===== config.mk =====
export PLATFORM = sky130hd
export DESIGN_NAME = hazard_ctrl_flat
export DESIGN_NICKNAME = d
export VERILOG_FILES = /design/src/rtl/hazard_ctrl_if.sv /design/src/rtl/hazard_ctrl.sv /design/src/flat_wrapper.sv
export SDC_FILE = /design/constraint.sdc
export NUM_CORES = 1
export LEC_CHECK = 0
export CAP_MARGIN = 20
export CELL_PAD_IN_SITES_DETAIL_PLACEMENT = 0
export CELL_PAD_IN_SITES_GLOBAL_PLACEMENT = 1
export CORE_MARGIN = 1
export CORE_UTILIZATION = 38
export DETAILED_ROUTE_END_ITERATION = 6
export DONT_BUFFER_PORTS = 1
export PLACE_DENSITY_LB_ADDON = 0.1
export SYNTH_ARGS = -nofsm -noshare
export SYNTH_HDL_FRONTEND = slang
export SYNTH_SLANG_ARGS = --single-unit

===== constraint.sdc =====
create_clock -name clk -period 1.08 [get_ports clk]
set_input_delay 0 -clock clk [delete_from_list [all_inputs] [get_ports clk]]
set_output_delay 0 -clock clk [all_outputs]
set_load 0.02 [all_outputs]

===== src/rtl/hazard_ctrl_if.sv =====
// Hazard-unit interface: bundles the pipeline-side inputs and the stall/forward
// outputs of hazard_ctrl.
//   master : pipeline side, drives register ids / enables, receives controls
//   slave  : hazard_ctrl side
// Parameters: REG_AW register-address width, CNT_W stall-counter width.
interface hazard_ctrl_if #(
  parameter int unsigned REG_AW = 5,
  parameter int unsigned CNT_W  = 32
);
  logic              BranchD;
  logic [REG_AW-1:0] RsD, RtD;
  logic [REG_AW-1:0] RsE, RtE;
  logic [REG_AW-1:0] WriteRegE;
  logic              RegWriteE, MemToRegE;
  logic [REG_AW-1:0] WriteRegM;
  logic              RegWriteM, MemToRegM;
  logic [REG_AW-1:0] WriteRegW;
  logic              RegWriteW;
  logic              MdStartE;
  logic              MdUseD;
  logic              StallF, StallD, FlushE;
  logic              ForwardAD, ForwardBD;
  logic [1:0]        ForwardAE, ForwardBE;
  logic              MdBusy;
  logic [CNT_W-1:0]  StallCount;

  modport master (
    output BranchD, RsD, RtD, RsE, RtE, WriteRegE, RegWriteE, MemToRegE,
           WriteRegM, RegWriteM, MemToRegM, WriteRegW, RegWriteW, MdStartE, MdUseD,
    input  StallF, StallD, FlushE, ForwardAD, ForwardBD, ForwardAE, ForwardBE,
           MdBusy, StallCount
  );

  modport slave (
    input  BranchD, RsD, RtD, RsE, RtE, WriteRegE, RegWriteE, MemToRegE,
           WriteRegM, RegWriteM, MemToRegM, WriteRegW, RegWriteW, MdStartE, MdUseD,
    output StallF, StallD, FlushE, ForwardAD, ForwardBD, ForwardAE, ForwardBE,
           MdBusy, StallCount
  );
endinterface


===== src/rtl/hazard_ctrl.sv =====
// hazard_ctrl: pipeline hazard unit for a 5-stage MIPS-style core.
// Produces operand forwarding selects for Execute and Decode-compare, load-use,
// branch and mult/div stalls, a mult/div busy tracker and an optional
// stall-cycle performance counter.
// Ports:
//   clk   : rising-edge clock
//   rst_n : asynchronous active-low reset (clears busy tracker and counter)
//   hz    : hazard_ctrl_if.slave (pipeline inputs, stall/forward outputs)
// Parameters: REG_AW register-address width, MD_LAT mult/div busy cycles
//   (1..15), CNT_W stall-counter width (must match the interface).
// Build option: define HAZARD_PERF_CNT_EN to enable the saturating StallCount
//   counter; otherwise StallCount is tied to zero.
module hazard_ctrl #(
  parameter int unsigned REG_AW = 5,
  parameter int unsigned MD_LAT = 4,
  parameter int unsigned CNT_W  = 32
) (
  input  logic         clk,
  input  logic         rst_n,
  hazard_ctrl_if.slave hz
);

  localparam logic [REG_AW-1:0] RegZero = '0;
  localparam logic [3:0]        MdLat   = 4'(MD_LAT);

  logic       rs_d_nz, rt_d_nz, rs_e_nz, rt_e_nz;
  logic       lwstall, brstall, mdstall, stall;
  logic [3:0] md_cnt_q, md_cnt_d;
  logic       md_busy;

  // Register 0 is hardwired, so a zero source never creates a hazard.
  assign rs_d_nz = (hz.RsD != RegZero);
  assign rt_d_nz = (hz.RtD != RegZero);
  assign rs_e_nz = (hz.RsE != RegZero);
  assign rt_e_nz = (hz.RtE != RegZero);

  // Execute-stage forwarding; Memory result is newer than Writeback.
  always_comb begin
    hz.ForwardAE = 2'b00;
    if (rs_e_nz && hz.RegWriteM && (hz.WriteRegM == hz.RsE))      hz.ForwardAE = 2'b10;
    else if (rs_e_nz && hz.RegWriteW && (hz.WriteRegW == hz.RsE)) hz.ForwardAE = 2'b01;

    hz.ForwardBE = 2'b00;
    if (rt_e_nz && hz.RegWriteM && (hz.WriteRegM == hz.RtE))      hz.ForwardBE = 2'b10;
    else if (rt_e_nz && hz.RegWriteW && (hz.WriteRegW == hz.RtE)) hz.ForwardBE = 2'b01;
  end

  assign hz.ForwardAD = rs_d_nz && hz.RegWriteM && (hz.WriteRegM == hz.RsD);
  assign hz.ForwardBD = rt_d_nz && hz.RegWriteM && (hz.WriteRegM == hz.RtD);

  assign lwstall = hz.MemToRegE &&
                   ((rs_d_nz && (hz.RtE == hz.RsD)) || (rt_d_nz && (hz.RtE == hz.RtD)));

  // Branch compares in Decode: an ALU result still in Execute or a load still
  // in Memory cannot be forwarded in time.
  assign brstall = hz.BranchD &&
                   ((hz.RegWriteE && ((rs_d_nz && (hz.WriteRegE == hz.RsD)) ||
                                      (rt_d_nz && (hz.WriteRegE == hz.RtD)))) ||
                    (hz.MemToRegM && ((rs_d_nz && (hz.WriteRegM == hz.RsD)) ||
                                      (rt_d_nz && (hz.WriteRegM == hz.RtD)))));

  // Busy counter: (re)load on issue, otherwise count down to zero.
  always_comb begin
    md_cnt_d = md_cnt_q;
    if (hz.MdStartE)             md_cnt_d = MdLat;
    else if (md_cnt_q != 4'd0)   md_cnt_d = md_cnt_q - 4'd1;
  end

  always_ff @(posedge clk or negedge rst_n) begin
    if (!rst_n) md_cnt_q <= 4'd0;
    else        md_cnt_q <= md_cnt_d;
  end

  assign md_busy   = (md_cnt_q != 4'd0);
  assign hz.MdBusy = md_busy;

  // The issue cycle itself also stalls a dependent Decode instruction.
  assign mdstall = hz.MdUseD && (md_busy || hz.MdStartE);

  assign stall     = lwstall || brstall || mdstall;
  assign hz.StallF = stall;
  assign hz.StallD = stall;
  assign hz.FlushE = stall;

`ifdef HAZARD_PERF_CNT_EN
  logic [CNT_W-1:0] stall_cnt_q, stall_cnt_d;

  // Saturating count of stalled Decode cycles.
  always_comb begin
    stall_cnt_d = stall_cnt_q;
    if (stall && (stall_cnt_q != {CNT_W{1'b1}})) stall_cnt_d = stall_cnt_q + CNT_W'(1);
  end

  always_ff @(posedge clk or negedge rst_n) begin
    if (!rst_n) stall_cnt_q <= '0;
    else        stall_cnt_q <= stall_cnt_d;
  end

  assign hz.StallCount = stall_cnt_q;
`else
  assign hz.StallCount = {CNT_W{1'b0}};
`endif

endmodule

===== src/flat_wrapper.sv =====
// flat-port wrapper written by rule: the top's interface ports become plain ports
module hazard_ctrl_flat 
#(
  parameter int unsigned REG_AW = 5,
  parameter int unsigned MD_LAT = 4,
  parameter int unsigned CNT_W  = 32
)
  (clk, rst_n, hz_BranchD, hz_RsD, hz_RtD, hz_RsE, hz_RtE, hz_WriteRegE, hz_RegWriteE, hz_MemToRegE, hz_WriteRegM, hz_RegWriteM, hz_MemToRegM, hz_WriteRegW, hz_RegWriteW, hz_MdStartE, hz_MdUseD, hz_StallF, hz_StallD, hz_FlushE, hz_ForwardAD, hz_ForwardBD, hz_ForwardAE, hz_ForwardBE, hz_MdBusy, hz_StallCount);
  hazard_ctrl_if #(.REG_AW(REG_AW), .CNT_W(CNT_W)) hz_i ();
  input  logic clk;
  input  logic rst_n;
  input wire logic [$bits(hz_i.BranchD)-1:0] hz_BranchD;
  input wire logic [$bits(hz_i.RsD)-1:0] hz_RsD;
  input wire logic [$bits(hz_i.RtD)-1:0] hz_RtD;
  input wire logic [$bits(hz_i.RsE)-1:0] hz_RsE;
  input wire logic [$bits(hz_i.RtE)-1:0] hz_RtE;
  input wire logic [$bits(hz_i.WriteRegE)-1:0] hz_WriteRegE;
  input wire logic [$bits(hz_i.RegWriteE)-1:0] hz_RegWriteE;
  input wire logic [$bits(hz_i.MemToRegE)-1:0] hz_MemToRegE;
  input wire logic [$bits(hz_i.WriteRegM)-1:0] hz_WriteRegM;
  input wire logic [$bits(hz_i.RegWriteM)-1:0] hz_RegWriteM;
  input wire logic [$bits(hz_i.MemToRegM)-1:0] hz_MemToRegM;
  input wire logic [$bits(hz_i.WriteRegW)-1:0] hz_WriteRegW;
  input wire logic [$bits(hz_i.RegWriteW)-1:0] hz_RegWriteW;
  input wire logic [$bits(hz_i.MdStartE)-1:0] hz_MdStartE;
  input wire logic [$bits(hz_i.MdUseD)-1:0] hz_MdUseD;
  output wire logic [$bits(hz_i.StallF)-1:0] hz_StallF;
  output wire logic [$bits(hz_i.StallD)-1:0] hz_StallD;
  output wire logic [$bits(hz_i.FlushE)-1:0] hz_FlushE;
  output wire logic [$bits(hz_i.ForwardAD)-1:0] hz_ForwardAD;
  output wire logic [$bits(hz_i.ForwardBD)-1:0] hz_ForwardBD;
  output wire logic [$bits(hz_i.ForwardAE)-1:0] hz_ForwardAE;
  output wire logic [$bits(hz_i.ForwardBE)-1:0] hz_ForwardBE;
  output wire logic [$bits(hz_i.MdBusy)-1:0] hz_MdBusy;
  output wire logic [$bits(hz_i.StallCount)-1:0] hz_StallCount;
  assign hz_i.BranchD = hz_BranchD;
  assign hz_i.RsD = hz_RsD;
  assign hz_i.RtD = hz_RtD;
  assign hz_i.RsE = hz_RsE;
  assign hz_i.RtE = hz_RtE;
  assign hz_i.WriteRegE = hz_WriteRegE;
  assign hz_i.RegWriteE = hz_RegWriteE;
  assign hz_i.MemToRegE = hz_MemToRegE;
  assign hz_i.WriteRegM = hz_WriteRegM;
  assign hz_i.RegWriteM = hz_RegWriteM;
  assign hz_i.MemToRegM = hz_MemToRegM;
  assign hz_i.WriteRegW = hz_WriteRegW;
  assign hz_i.RegWriteW = hz_RegWriteW;
  assign hz_i.MdStartE = hz_MdStartE;
  assign hz_i.MdUseD = hz_MdUseD;
  assign hz_StallF = hz_i.StallF;
  assign hz_StallD = hz_i.StallD;
  assign hz_FlushE = hz_i.FlushE;
  assign hz_ForwardAD = hz_i.ForwardAD;
  assign hz_ForwardBD = hz_i.ForwardBD;
  assign hz_ForwardAE = hz_i.ForwardAE;
  assign hz_ForwardBE = hz_i.ForwardBE;
  assign hz_MdBusy = hz_i.MdBusy;
  assign hz_StallCount = hz_i.StallCount;
  hazard_ctrl #(.REG_AW(REG_AW), .MD_LAT(MD_LAT), .CNT_W(CNT_W)) u_core (.clk(clk), .rst_n(rst_n), .hz(hz_i));
endmodule

# ---- After elaboration in Yosys (flattened, before gate mapping)
# Cells that the tools add are included.
dict set report word_totals {
  inputBits 45
  output_inout_bits 42
  word_cells 54
  regBits 4
}
dict set report classes {
  n_reduce_logical 36
  n_eq_ne 10
  muxes 6
  addsub 1
}
# cell count
set op_table {}
lappend op_table {{$eq 5x5->1} 10}
lappend op_table {{$logic_and 1x1->1} 23}
lappend op_table {{$reduce_bool 5->1} 4}
lappend op_table {{$mux 4} 2}
lappend op_table {{$logic_or 1x1->1} 7}
lappend op_table {{$mux 2} 2}
lappend op_table {{$reduce_bool 4->1} 1}
lappend op_table {{$sub 4x1->4 const B} 1}
lappend op_table {{$mux 1} 2}
lappend op_table {{$reduce_bool 2->1} 1}

# ---- Logic depth before layout (Yosys ltp)
dict set report logic_depth {
  ltp_word 8
  depth_mapped 7
  ltp_nobuf 5
}

# ---- Least setup slack after synthesis
# No wires, ideal clock.
dict set report synth_path {
  path_kind {register to output}
  startpoint {register u_core.md_cnt_q[0]}
  endpoint {output port hz_StallD}
  arrival_ps 1691
  t_required_ps 1080
  path_stages_with_launch 7
  path_slack_ps -611
  n_path_buf 1
  cell_sequence {dfrtp_1 > inv_1 > ha_1 > nand3b_1 > o21ai_0 > nand4_1 > buf_4}
}
dict set report synth_via {
  elab_chain_cells 4
}
# item line_no
set synth_rtl {}
lappend synth_rtl {{from (decl)} hazard_ctrl.sv:28} ;# logic [3:0] md_cnt_q, md_cnt_d;
lappend synth_rtl {{from (signal assigned)} hazard_ctrl.sv:71} ;# else md_cnt_q <= md_cnt_d;
lappend synth_rtl {{$reduce_bool 4->1} hazard_ctrl.sv:74} ;# assign md_busy = (md_cnt_q != 4'd0);
lappend synth_rtl {{net hz_MdBusy} flat_wrapper.sv:34} ;# output wire logic [$bits(hz_i.MdBusy)-1:0] hz_MdBusy;
lappend synth_rtl {{$logic_or 1x1->1} hazard_ctrl.sv:78} ;# assign mdstall = hz.MdUseD && (md_busy || hz.MdStartE);
lappend synth_rtl {{$logic_and 1x1->1} hazard_ctrl.sv:78}
lappend synth_rtl {{$logic_or 1x1->1} hazard_ctrl.sv:80} ;# assign stall = lwstall || brstall || mdstall;
lappend synth_rtl {{to (decl)} flat_wrapper.sv:28} ;# output wire logic [$bits(hz_i.StallD)-1:0] hz_StallD;
# The timed path passes the listed nets, and every way through them passes these cells.

# ---- Worst setup path after layout
dict set report layout_path {
  startpoint {register u_core.md_cnt_q[1]}
  endpoint {output port hz_StallD}
}
dict set report layout_via {
  elab_chain_cells 4
}
# item line_no
set layout_rtl {}
lappend layout_rtl {{$reduce_bool 4->1} hazard_ctrl.sv:74}
lappend layout_rtl {{$logic_or 1x1->1} hazard_ctrl.sv:78}
lappend layout_rtl {{$logic_and 1x1->1} hazard_ctrl.sv:78}
lappend layout_rtl {{$logic_or 1x1->1} hazard_ctrl.sv:80}
# No other way between the ends.

==> results.yml <==
finish:
  nNetsFinal: 213
  top_regs: "u_core.md_cnt_q x4"
  diodes: 0
  fillerInstances: 287
  largest_reg_flops: 4
  area_growth_pct: 16.9
  final_area_mm2: 0.00138
  layout-drive-gt1-share_pct: 28.0
  stdcell_count: 195
  regMostFlops: "u_core.md_cnt_q"
sta:
  hold_viol_final: 0
  final_max_slew_viol_count: 0
  grt_setup_unrepaired: "true"
  fin_tns_setup_ns: -1.54
  period_share_pct: 126
  timing.final.ws_setup_ns: -0.276
  clock_skew_ns: 0.00124
  finalCriticalPeriod_ns: 1.36
  setup_viol: 10
  fmax_mhz: 737
synth:
  ys.flop_type: "dfrtp_1"
  ys_types: 30
  ys_seq_elements: 4
  synthTopCellsByArea: "xnor2_1 26%, buf_4 22%, xor2_1 12%"
  syn-cell-area_mm2: 0.00118
  ys_seq_area_share_pct: 8.50
  ys_warn_count: 0
  yosysMostFrequentCell: "xnor2_1"
  synthCells: 149
  yosys-top-cells-count: "35 x xnor2_1, 34 x buf_4, 16 x xor2_1"
  synth_area_per_cell_um2: 7.90
  synth_top_area_share_pct: 26.0
  synthArstFlopShare_pct: 100
  synth_top_cell_by_area: "xnor2_1"
  synth_edf_count: 0
grt:
  grtUsageMet1_pct: 20.6
  grt_max_degree: 6
  grt_pass1_vias: 1037
  grt_overflow: 0
  top_usage_layer: "met2"
  grt_use_met2_pct: 34.4
  track_usage_pct: 18.3
  antenna_found_initial: 0
  grt_pass1_wl_mm: 4.69
  met3_usage_pct: 4.69
hold_path:
  min_path_type: "in -> async"
pwr:
  leakage_uw: 0.000526
  netSwitchingPower_uw: 647
  p_seq_share_pct: 16.6
  power_frac_comb_pct: 71.7
  pwr-share-clk_pct: 11.7
  ir_drop_uv: 383
  sw_frac_of_total_pct: 41.7
  p_int_uw: 903
  p_per_area_mw_per_mm2: 1130
die:
  io-pin-count: 87
  row_count: 19
  core_area_mm2: 0.00285
  die_y_um: 57.7
  fp.dieW_um: 57.7
  initial_core_util_pct: 41.3
  die_area_mm2: 0.00332
critical_path:
  crit_type: "reg -> out"
  r2r_start: "u_core.md_cnt_q[0]"
  max_stage_delay_ns: 0.38
  critPathMaxFanout: 3
  startpoint_type: "flop"
  timing.critical_path.arrival_ns: 1.36
  cp_slowest_cell: "dfrtp_1"
  worstSetupEndpointType: "primary output"
  rr_worst_depth: 4
  r2r_end: "u_core.md_cnt_q[3]"
  crit_chain: "inv_2 -> ha_4 -> nand3b_1 -> o21ai_2 -> nand4_1 -> buf_6"
  rrSetupSlack_ns: -0.17
  worstPathRequired_ns: 1.08
job:
  maxCapViolations: 0
outcome:
  violations: "DRC, setup timing"
  status: "complete, but fails checks"
routing:
  drt-wirelength-per-cell_um: 14.5
  drtIter0Drc: 35
  drc_errors: 4
  viasPerCell: 4.88
  drt_wl_total_mm: 2.82
  ant_nets: 0
  drt_pass1_iterations: 7
  via_count: 951
place:
  dp_hpwl_mm: 2.36
  port_buffers: 0
  dp_cells: 188
  placed_cell_area_mm2: 0.00123
  place_congestion: 0.796
clock_network:
  numCtsBuffers: 3
  cts_buffer_depth: 2
  cts-root-buf: "clkbuf_4"
  clkTransAtPathRegs_ns: 0.04
  cts.sinks: 4
  clkLatencyLatePin_ns: 0.23
  cts_tree: "built"
  cts.htree.levels: 1
## layout make-up
| type | instances | area (µm²) | area share [%] |
|---|---|---|---|
| inverter | 3 | 11.3 | 0.818 |
| multi-input combinational | 133 | 1030 | 75.1 |
| clock buffer | 3 | 22.5 | 1.64 |
| sequential | 4 | 100 | 7.27 |
| timing repair buffer | 21 | 170 | 12.4 |
| tap | 31 | 38.8 | 2.82 |
## metrics by stage
stage	power (µW)	utilization, %	setup WS (ns)	hold slack, ns
2_1_floorplan	965	-	-0.566	-0.296
3_3_place_gp	1080	43.2	-0.187	-0.296
3_5_place_dp	1100	43.2	-0.205	-0.296
4_1_cts	1530	47.9	-0.294	0.0357
5_1_grt	1680	48.2	-0.379	0.0372
6_report	1550	48.2	-0.276	0.0360
## worst max-delay path, delay by kind of cell (launching register included)
kind / cells / cell delay [ns]
simple gates: 2 / 0.21
compound gates: 1 / 0.14
flops: 1 / 0.38
buf+inv: 2 / 0.26
fa+ha+maj: 1 / 0.13
## layer usage
layer / part of all wire, % / routed length [µm]
met5: 0 / 0
met4: 0.60 / 17
met3: 6.0 / 170
met2: 54 / 1530
met1: 39 / 1100
## repair_timing
action,4_1_cts,5_1_grt
hold buffers,2,0
endpoints found under the hold margin,8,0
pin swaps,10,1
resized for setup,20,3
endpoints found under the setup margin,12,12
setup buffers,3,1
## worst max path at each step
stage                                  start        end  slack, ns  cells after the start
final                     u_core.md_cnt_q[1]  hz_StallD      -0.28                      6
after global routing      u_core.md_cnt_q[1]  hz_StallD      -0.38                      6
after CTS                 u_core.md_cnt_q[1]  hz_StallD      -0.29                      6
after detailed placement           hz_RtD[0]  hz_StallD      -0.21                      6
after global placement             hz_RtD[0]  hz_StallD      -0.19                      6
after floorplan           u_core.md_cnt_q[0]  hz_StallD      -0.57                      6
## kinds of logic (layout without fill, tap and decap cells)
family,Yosys count,count (layout),synth area share [%]
adder cells (fa/ha/maj),2,2,2.13
flip-flops,4,4,8.50
other,1,32,0.319
buffers and inverters,43,27,25.4
XOR/XNOR,51,51,37.9
AO/OA/AOI/OAI,8,8,4.36
AND/OR/NAND/NOR,40,40,21.4
## power groups by stage
stage | logic, µW | clock network (µW) | registers, µW
after floorplan | 720 | 0 | 245
after global placement | 822 | 0 | 256
after detailed placement | 840 | 0 | 256
after CTS | 1080 | 190 | 256
after global routing | 1210 | 209 | 263
final | 1110 | 181 | 257
## cells in the final DEF (no fill, tap or decap)
cell / synthesis / routed
nor3_2: 0 / 1
conb_1: 1 / 32
nor2_2: 1 / 1
nor4_4: 0 / 4
nand4_1: 5 / 5
dlygate4sd3_1: 0 / 2
xnor2_2: 0 / 1
buf_6: 1 / 2
nand3_1: 6 / 6
or4_4: 1 / 4
dfrtp_1: 4 / 4
xnor2_1: 35 / 34
nor4_1: 8 / 5
nand3b_1: 1 / 1
ha_4: 0 / 2
nand2_1: 2 / 2
a211oi_2: 0 / 1
nor2b_1: 1 / 1
xor2_1: 16 / 16
nor4_2: 2 / 1
o21ai_0: 2 / 1
buf_4: 34 / 17
o211ai_1: 2 / 2
inv_1: 3 / 1
and2_4: 0 / 2
clkbuf_4: 0 / 3
or3_1: 1 / 1
nor2_4: 1 / 4
inv_2: 0 / 2
a21oi_1: 2 / 2
nor2_1: 5 / 2
a211o_1: 1 / 1
o21ai_2: 0 / 1
Power figures use the tool's default switching activity.
